[config.mk]
export PLATFORM = sky130hd
export DESIGN_NAME = ram_arbiter
export DESIGN_NICKNAME = d
export VERILOG_FILES = /design/src/rtl/ram_arb_pkg.sv /design/src/rtl/rr_arb2.sv /design/src/rtl/ram_arbiter.sv
export SDC_FILE = /design/constraint.sdc
export NUM_CORES = 1
export LEC_CHECK = 0
export CAP_MARGIN = 20
export CORE_MARGIN = 5
export CORE_UTILIZATION = 31
export DETAILED_ROUTE_END_ITERATION = 10
export HOLD_SLACK_MARGIN = 0.12
export MAX_ROUTING_LAYER = met4
export PLACE_DENSITY = 0.76
export SLEW_MARGIN = 20
export SYNTH_ARGS = -nofsm -noshare
export SYNTH_HDL_FRONTEND = slang
export SYNTH_SLANG_ARGS = --single-unit
[constraint.sdc]
create_clock -name clk -period 1.11 [get_ports clk]
set_clock_uncertainty 0.05 [all_clocks]
set_input_delay 0.1665 -clock clk [delete_from_list [all_inputs] [get_ports clk]]
set_output_delay 0.1665 -clock clk [all_outputs]
set_load 0.02 [all_outputs]
[src/rtl/ram_arb_pkg.sv]
// Shared constants and types for the two-requester RAM arbiter.
package ram_arb_pkg;

  localparam int DEF_DATA_WIDTH = 8;
  localparam int DEF_ADDR_WIDTH = 4;

  typedef logic port_id_t;

  localparam logic OP_READ  = 1'b0;
  localparam logic OP_WRITE = 1'b1;

endpackage

[src/rtl/rr_arb2.sv]
// Two-input grant logic with a round-robin priority register.
// Defining RAM_ARB_FIXED_PRIO_EN replaces it with fixed port-0 priority and no register.
module rr_arb2
  import ram_arb_pkg::*;
(
  input  logic       clk,
  input  logic       rst_n,
  input  logic [1:0] req,
  output logic [1:0] gnt,
  output port_id_t   gnt_id,
  output logic       gnt_any
);

`ifdef RAM_ARB_FIXED_PRIO_EN
  always_comb begin
    gnt = 2'b00;
    if (rst_n) begin
      if (req[0]) gnt = 2'b01;
      else if (req[1]) gnt = 2'b10;
    end
  end
`else
  port_id_t prio_reg;
  port_id_t prio_next;

  always_ff @(posedge clk) begin
    if (!rst_n) prio_reg <= 1'b0;
    else        prio_reg <= prio_next;
  end

  // The port that just won yields priority to the other one.
  always_comb begin
    gnt       = 2'b00;
    prio_next = prio_reg;
    if (rst_n) begin
      case (req)
        2'b01:   gnt = 2'b01;
        2'b10:   gnt = 2'b10;
        2'b11:   gnt = prio_reg ? 2'b10 : 2'b01;
        default: gnt = 2'b00;
      endcase
      if (gnt[0])      prio_next = 1'b1;
      else if (gnt[1]) prio_next = 1'b0;
    end
  end
`endif

  assign gnt_any = |gnt;
  assign gnt_id  = gnt[1];

endmodule

[src/rtl/ram_arbiter.sv]
// Shares one single-port registered-read RAM between two requesters.
// Build option RAM_ARB_FIXED_PRIO_EN selects fixed port-0 priority in rr_arb2.
module ram_arbiter
  import ram_arb_pkg::*;
#(
  parameter int DATA_WIDTH = DEF_DATA_WIDTH,
  parameter int ADDR_WIDTH = DEF_ADDR_WIDTH
) (
  input  logic                  clk,
  input  logic                  rst_n,
  input  logic                  req0_valid,
  output logic                  req0_ready,
  input  logic                  req0_we,
  input  logic [ADDR_WIDTH-1:0] req0_addr,
  input  logic [DATA_WIDTH-1:0] req0_wdata,
  input  logic                  req1_valid,
  output logic                  req1_ready,
  input  logic                  req1_we,
  input  logic [ADDR_WIDTH-1:0] req1_addr,
  input  logic [DATA_WIDTH-1:0] req1_wdata,
  output logic                  rsp0_valid,
  output logic [DATA_WIDTH-1:0] rsp0_rdata,
  output logic                  rsp1_valid,
  output logic [DATA_WIDTH-1:0] rsp1_rdata,
  output logic                  ram_we,
  output logic [ADDR_WIDTH-1:0] ram_addr,
  output logic [DATA_WIDTH-1:0] ram_din,
  input  logic [DATA_WIDTH-1:0] ram_dout
);

  logic [1:0]            gnt;
  port_id_t              gnt_id;
  logic                  gnt_any;
  logic                  sel_we;
  logic [ADDR_WIDTH-1:0] sel_addr;
  logic [DATA_WIDTH-1:0] sel_wdata;

  logic                  ram_we_reg;
  logic [ADDR_WIDTH-1:0] ram_addr_reg;
  logic [DATA_WIDTH-1:0] ram_din_reg;
  logic                  s1_rd_reg;
  port_id_t              s1_id_reg;
  logic                  s2_rd_reg;
  port_id_t              s2_id_reg;

  rr_arb2 u_arb (
    .clk     (clk),
    .rst_n   (rst_n),
    .req     ({req1_valid, req0_valid}),
    .gnt     (gnt),
    .gnt_id  (gnt_id),
    .gnt_any (gnt_any)
  );

  assign req0_ready = gnt[0];
  assign req1_ready = gnt[1];

  assign sel_we    = gnt_id ? req1_we    : req0_we;
  assign sel_addr  = gnt_id ? req1_addr  : req0_addr;
  assign sel_wdata = gnt_id ? req1_wdata : req0_wdata;

  // S1 drives the RAM port; S2 lines up with the RAM's registered read data.
  always_ff @(posedge clk) begin
    if (!rst_n) begin
      ram_we_reg   <= 1'b0;
      ram_addr_reg <= '0;
      ram_din_reg  <= '0;
      s1_rd_reg    <= 1'b0;
      s1_id_reg    <= 1'b0;
      s2_rd_reg    <= 1'b0;
      s2_id_reg    <= 1'b0;
    end else begin
      s2_rd_reg <= s1_rd_reg;
      s2_id_reg <= s1_id_reg;
      if (gnt_any) begin
        ram_we_reg   <= sel_we;
        ram_addr_reg <= sel_addr;
        ram_din_reg  <= sel_wdata;
        s1_rd_reg    <= (sel_we == OP_READ);
        s1_id_reg    <= gnt_id;
      end else begin
        ram_we_reg <= 1'b0;
        s1_rd_reg  <= 1'b0;
      end
    end
  end

  assign ram_we   = ram_we_reg;
  assign ram_addr = ram_addr_reg;
  assign ram_din  = ram_din_reg;

  assign rsp0_valid = s2_rd_reg && (s2_id_reg == 1'b0);
  assign rsp1_valid = s2_rd_reg && (s2_id_reg == 1'b1);
  assign rsp0_rdata = ram_dout;
  assign rsp1_rdata = ram_dout;

endmodule

# [Word level (Yosys, flattened, before mapping)]
# Cells that the tools add are included.
[word_totals] output_inout_bits=33 reg_bits=18 inputBits=38
[classes] n_eq_ne=3 n_mux=9 bitwise=2 reduce_logical=5
[op_table] cell="two-way mux 8 bit" n=1
[op_table] cell="two-way mux 2 bit" n=3
[op_table] cell="case mux 2 bit (3 select lines)" n=1
[op_table] cell="== test 2 bit, second input constant" n=2
[op_table] cell="two-way mux 4 bit" n=1
[op_table] cell="two-way mux 1 bit" n=3
[op_table] cell="== test 2 x 1 -> 1 bit, second input constant" n=1
[op_table] cell="logical AND 1 bit" n=2
[op_table] cell="inverter 1 bit" n=2
[op_table] cell="AND reduction 2 bit" n=1
[op_table] cell="nonzero test 2 bit" n=1
[op_table] cell="OR reduction 2 bit" n=1

# [Longest topological paths before layout]
# Gate-level depths: netlist (run 1).
[logic_depth] word_depth=6 mapped_depth=5

# [Modules after synthesis]
# From an unflattened synthesis (run 1), not the netlist that was laid out.
[hier_totals] hier_cells=94 area_unflattened_um2=888.4
[modules_own_cells] module="ram_arbiter" cells_each=85 seq_area_each_um2=340.3 n_inst=1 area_each_um2=818.3
[modules_own_cells] module="rr_arb2" cells_each=9 seq_area_each_um2=20.0 n_inst=1 area_each_um2=70.1

# [Worst setup path after synthesis (run 1)]
# Ideal clock, no wire load.
[synth_path] kind="reg-to-reg" from="register u_arb.prio_reg" to="register ram_din_reg[0] (netlist: ram_din[0])" t_arrival_ns=1.073 stages_incl_launch_ff=5 slack_ns=-0.105 setup_time_ns=0.092 n_path_buf=1 required_ns=0.968 path_cell_list="dfxtp_1 nand2b_1 and2_4 buf_12 o311ai_4"
[synth_via] elab_chain_len=5 word_cells_on_any_way=6 cone_classes="mux (5); reduce/logical (1)"
[synth_lines] element="start: declaration" line_no="rr_arb2.sv:23" text="port_id_t prio_reg;"
[synth_lines] element="start signal: assignment" line_no="rr_arb2.sv:28" text="else prio_reg <= prio_next;"
[synth_lines] element="two-way mux 2 bit (*)" line_no="rr_arb2.sv:39" text="2'b11: gnt = prio_reg ? 2'b10 : 2'b01;"
[synth_lines] element="case mux 2 bit (3 select lines) (*)" line_no="rr_arb2.sv:36" text="case (req)"
[synth_lines] element="two-way mux 2 bit (*) (2 in a row)" line_no="rr_arb2.sv:35" text="if (rst_n) begin"
[synth_lines] element="via req1_ready" line_no="ram_arbiter.sv:17" text="output logic req1_ready,"
[synth_lines] element="two-way mux 8 bit or OR reduction 2 bit (tied branches)" line_no="ram_arbiter.sv:60, rr_arb2.sv:48"
[synth_lines] element="end signal: assignment" line_no="ram_arbiter.sv:78" text="ram_din_reg <= sel_wdata;"
[synth_lines] element="end: declaration" line_no="ram_arbiter.sv:40" text="logic [DATA_WIDTH-1:0] ram_din_reg;"
# The timed path passes the listed nets; every way through them passes the cells marked *. The select of a mux whose other input is x is not followed.
# A chain may end at the register's enable or synchronous reset.

# [Final worst setup path (run 1)]
[layout_path] from="register u_arb.prio_reg" to="output port req1_ready"
[layout_via] elab_chain_len=4
[layout_lines] element="two-way mux 2 bit" line_no="rr_arb2.sv:39"
[layout_lines] element="case mux 2 bit (3 select lines)" line_no="rr_arb2.sv:36"
[layout_lines] element="two-way mux 2 bit (2 in a row)" line_no="rr_arb2.sv:35"
[layout_lines] element="end: declaration" line_no="ram_arbiter.sv:17"
# Every way passes these cells. The select of a mux whose other input is x is not followed.

==> results.yml, run 1 <==
run_status:
  outcome: "finished, violations left"
  violations: "setup timing"
routing:
  drt-total-wl_mm: 2.84
  ant_nets: 0
  vias_per_cell: 4.62
  wl_per_cell_um: 14.5
  wl_met1_mm: 1.04
  met2_length_mm: 1.52
  dr.max_layer_used: "met4"
  drc: 0
  dr.pass1.iters: 4
  drtIter0Drc: 10
  wl_met3_um: 268
  vias: 900
synthesis:
  ys_seq_elements: 18
  yosysSeqAreaShare_pct: 34.8
  syn_inst: 109
  syn_area_um2: 1040
  syn-num-nets: 147
  synth_area_per_cell_um2: 9.50
  synth_warnings: 0
  synth_cell_types: 20
setup_path:
  reg2reg_from: "u_arb.prio_reg$_SDFFE_PN0P_"
  cp.arrival_ps: 1050
  endpoint: "req1_ready"
  r2r_end: "ram_din[1]$_SDFFE_PN0P_"
  crit_slowest_cell: "dfxtp_2"
  cp.required_ps: 890
  cp_cell_sequence: "nand2b_4, and2_4, buf_6"
  path_class: "reg -> out"
  worstSetupStartpointType: "flip-flop"
  crit_start: "u_arb.prio_reg$_SDFFE_PN0P_"
  endpoint_kind: "primary output"
  reg2reg_slack_ps: -130
  ff2ff_path_depth: 4
  slowest_delay_ps: 350
  path_max_fanout: 3
worst_hold_path:
  hold_path.class: "in -> out"
grt:
  grt_max_degree: 15
  grt_pass1_wl_mm: 4.31
  antenna_found_initial: 0
  grt.overflow.total: 0
  first_global_vias: 936
  grt_usage_pct: 12.9
floorplan:
  die_w_um: 67.8
  ios: 71
  rows: 21
  coreArea_um2: 3280
  initial_utilization_pct: 31.5
  die_y_um: 67.8
  die_area_um2: 4600
finish:
  layout_common_cells: "26 x clkdlybuf4s50_1, 25 x nand2_1, 15 x dfxtp_1"
  layout.cells.non_filler: 195
  layout.nets: 188
  largest_reg_flops: 8
  syn2layout_area_growth_pct: 52.2
  fillers: 324
  drive_gt1_share_pct: 43.0
  final_common_cell: "clkdlybuf4s50_1"
  antenna_cells: 0
placement:
  globalplace.congestion: 0.703
  place_hpwl_mm: 2.11
  place_inst: 191
  portBuffers: 46
sta:
  setup_viol: 16
  finalCritPeriodShare_pct: 114
  fmax_mhz: 791
  max_slew.worst_pin.slew_ps: 209
  drv_slew: 0
  relSlewSlack_pct: 85.9
  finalCriticalPeriod_ps: 1260
  worst_slack_ps: -154
  grt_setup_unrepaired: "yes"
  hold_viol: 0
cts:
  ctsHtreeMaxLevel: 1
  path_clk_slew_ps: 110
  clk_latency_ps: 290
  holdBufCountCts: 0
  clock-sinks: 18
  root_buffer: "clkbuf_4"
  cts_tree: "done"
  cts_buffer_depth: 2
  cts_buffers: 3
job:
  drv_cap: 0
pwr:
  leakage_nw: 0.635
  ir_worst_vdd_uv: 628
  power_density_nw_per_um2: 1030
  p_total_mw: 1.62
-- cell type report --
cell class	count	area, µm²	share of cell area, %
timing repair buffer	59	507	32.1
tap	46	57.6	3.65
inverter	2	7.51	0.476
clock buffer	4	36.3	2.30
sequential	18	364	23.1
multi-input combinational	66	604	38.3
-- report_power, final --
group          internal [mW]  switching, mW
sequential             0.701         0.0240
clock                  0.200          0.205
combinational          0.253          0.237
total                   1.15          0.466
-- per-stage QoR --
step | setup WS (ps) | hold slack (ps) | instance area (µm²) | utilization, % | TNS, ps
2_1_floorplan | -40.1 | 242 | 1040 | - | -323
3_3_place_gp | -697 | 283 | 1500 | 45.7 | -9400
3_5_place_dp | -743 | 283 | 1500 | 45.7 | -10100
4_1_cts | -164 | 283 | 1510 | 46.0 | -1750
5_1_grt | -199 | 283 | 1580 | 48.0 | -2390
6_report | -154 | 283 | 1580 | 48.0 | -1740
-- cells by family after synthesis --
group | synth area share, %
and+or+nand+nor | 22.5
AOI/OAI and AO/OA | 25.4
buffers and inverters | 17.4
DFF | 34.8
-- layer usage --
layer / vias to the layer above / GRT usage [%]
li1: 442 / -
met1: 413 / 12.7
met2: 42 / 25.3
met3: 3 / 4.93
met4: 0 / 0.496
met5: - / -
-- critical path: cells and delay by family, from the launching register on --
kind,cells,cell delay (ps)
buf+inv,1,120
flops,1,350
simple gates,2,280
-- worst min path at each step --
| stage | from | endpoint | slack, ps | cells past startpoint |
|---|---|---|---|---|
| CTS | ram_dout[4] | rsp0_rdata[4] | 280 | 0 |
| floorplan | req0_we | ram_we$_SDFF_PN0_ | 240 | 1 |
| finish | ram_dout[1] | rsp0_rdata[1] | 280 | 0 |
| global route | ram_dout[1] | rsp1_rdata[1] | 280 | 0 |
| global placement | ram_dout[4] | rsp0_rdata[4] | 280 | 0 |
| detailed placement | ram_dout[4] | rsp0_rdata[4] | 280 | 0 |
-- cell usage after synthesis (all sizes together) --
master,n,area [µm²]
dfxtp,18,360
a22o,2,17.5
buf,20,161
o311ai,12,228
and2,5,36.3
nor2b,3,18.8
a21oi,2,10.0
nand3,12,60.1
nand2b,2,12.5
a21boi,1,7.51
nor2,1,3.75
nand2,25,93.8
nor3b,1,7.51
clkbuf,3,11.3
inv,2,7.51
-- timing repair --
item / 4_1_cts / 5_1_grt
buffers inserted: 1 / 1
pin swaps: 1 / 0
gates resized for setup: 91 / 14
hold endpoints to repair: 0 / 0
setup endpoints to repair: 31 / 19
No activity file was read; power rests on OpenSTA's default activity.
==> run 2: changes to the inputs <==
--- a/config.mk
+++ b/config.mk
@@ -6,12 +6,15 @@
 export NUM_CORES = 1
 export LEC_CHECK = 0
 export CAP_MARGIN = 20
+export CELL_PAD_IN_SITES_DETAIL_PLACEMENT = 1
+export CELL_PAD_IN_SITES_GLOBAL_PLACEMENT = 2
 export CORE_MARGIN = 5
-export CORE_UTILIZATION = 31
+export CORE_UTILIZATION = 17
 export DETAILED_ROUTE_END_ITERATION = 10
+export GPL_TIMING_DRIVEN = 0
 export HOLD_SLACK_MARGIN = 0.12
 export MAX_ROUTING_LAYER = met4
-export PLACE_DENSITY = 0.76
+export PLACE_DENSITY = 0.77
 export SLEW_MARGIN = 20
 export SYNTH_ARGS = -nofsm -noshare
 export SYNTH_HDL_FRONTEND = slang
==> run 2 against run 1 <==
The run still ends with setup timing left. Power increased by 19%. Global-route usage fell by 3.3 points. Clock-buffer cell count shrank 1. Combinational power is 51% higher. Clock power up 14%. Die area grew 69%. Critical path type unchanged.
==> results.yml, run 2 (synthesis results as in run 1) <==
routing:
  wl_per_cell_um: 14.6
  vias_per_cell: 4.03
  drt-total-wl_mm: 3.81
  drc: 0
  drtIter0Drc: 5
  dr.pass1.iters: 4
  ant_nets: 0
  vias: 1053
setup_path:
  path_max_fanout: 3
  worstSetupStartpointType: "flip-flop"
  cp.arrival_ps: 1120
  ff2ff_path_depth: 5
  endpoint_kind: "primary output"
  path_class: "reg -> out"
  cp.required_ps: 890
sta:
  hold_viol: 0
  setup_viol: 17
  relSlewSlack_pct: 68.8
  tns_ps: -1980
  holdWs_ps: 204
  finalCritPeriodShare_pct: 120
  fmax_mhz: 750
  finalCriticalPeriod_ps: 1330
  grt_setup_unrepaired: "yes"
  max_slew.worst_pin.slew_ps: 468
  drv_slew: 0
  worst_slack_ps: -224
pwr:
  leakage_nw: 0.827
  p_clk_share_pct: 23.9
  switchingPower_uw: 573
  p_int_mw: 1.35
  ir_worst_vdd_uv: 407
  comb_power_share_pct: 38.4
  switching_share_pct: 29.7
  pwr-share-seq_pct: 37.7
  power_density_nw_per_um2: 921
floorplan:
  rows: 28
  coreArea_um2: 5920
  die_area_um2: 7760
  ios: 71
  die_w_um: 88.1
  die_y_um: 88.1
  initial_utilization_pct: 17.5
run_status:
  outcome: "finished, violations left"
  violations: "setup timing"
finish:
  layout_common_cells: "42 x clkdlybuf4s50_1, 25 x nand2_1, 25 x buf_4"
  final_common_cell: "clkdlybuf4s50_1"
  syn2layout_area_growth_pct: 102
  multi_input_area_um2: 659
  largest_reg_flops: 8
  antenna_cells: 0
  fillers: 674
  layout.cells.non_filler: 261
  drive_gt1_share_pct: 48.4
  regArea_um2: 363
  layout.nets: 226
cts:
  clock-sinks: 18
  holdBufCountCts: 0
  clk_latency_ps: 250
  path_clk_slew_ps: 70
  ctsHtreeMaxLevel: 1
  cts_buffers: 3
  root_buffer: "clkbuf_8"
  cts_tree: "done"
  cts_buffer_depth: 2
grt:
  grt.overflow.total: 0
  grt_max_degree: 11
  first_global_vias: 1162
  grt_pass1_wl_mm: 5.58
  grt_usage_pct: 9.58
  antenna_found_initial: 0
worst_hold_path:
  hold_path.class: "in -> reg"
  hold_depth: 3
placement:
  place_inst: 245
  dp_worst_setup_slack_ps: -1050
  place_hpwl_mm: 2.64
  globalplace.congestion: 0.684
  portBuffers: 61
job:
  drv_cap: 0
==> run 2: metal layers <==
metal	wire, µm	track usage [%]
met5	0	-
met4	18	2.06
met3	316	2.07
met2	1950	17.8
met1	1520	10.4
==> run 2: path summary, 6_finish.rpt <==
check	startpoint	endpoint	slack, ps
hold reg to reg	s1_rd_reg$_SDFF_PN0_	s2_rd_reg$_SDFF_PN0_	390
hold / removal	rst_n	ram_din[6]$_SDFFE_PN0P_	200
setup reg to reg	u_arb.prio_reg$_SDFFE_PN0P_	ram_we$_SDFF_PN0_	-130
setup / recovery	u_arb.prio_reg$_SDFFE_PN0P_	req1_ready	-220
==> run 2: timing repair <==
| action | CTS | global route |
|---|---|---|
| setup endpoints to repair | 32 | 29 |
| buffers inserted | 9 | 3 |
| gates resized for setup | 93 | 33 |
| pin swaps | 13 | 5 |
| gates cloned | 1 | 1 |
==> run 2: metrics by stage <==
stage / utilization (%) / total power, mW / cell area (µm²)
floorplan: - / 1.06 / 1040
global placement: 29.5 / 1.35 / 1750
detailed placement: 29.5 / 1.36 / 1750
CTS: 34.0 / 1.91 / 2010
global route: 35.3 / 2.04 / 2090
finish: 35.3 / 1.93 / 2090
==> run 2: cell type report <==
| cell class | count | area share (%) |
|---|---|---|
| clock buffer | 3 | 1.97 |
| timing repair buffer | 74 | 34.4 |
| inverter | 2 | 0.359 |
| tap | 75 | 4.49 |
| buffer | 23 | 9.87 |
| sequential | 18 | 17.3 |
| multi-input combinational | 66 | 31.5 |
==> run 2: power groups by stage <==
stage | combinational [mW] | clock (mW) | sequential (mW)
floorplan | 0.266 | 0 | 0.791
global placement | 0.611 | 0 | 0.738
detailed placement | 0.618 | 0 | 0.740
CTS | 0.707 | 0.479 | 0.726
global route | 0.783 | 0.523 | 0.734
finish | 0.741 | 0.460 | 0.727
==> run 2: worst max-delay path: stages (launching register included) <==
cell and delay (ps):
dfxtp_2 320, nand2b_4 140, and2_4 150, buf_12 130, buf_8 120
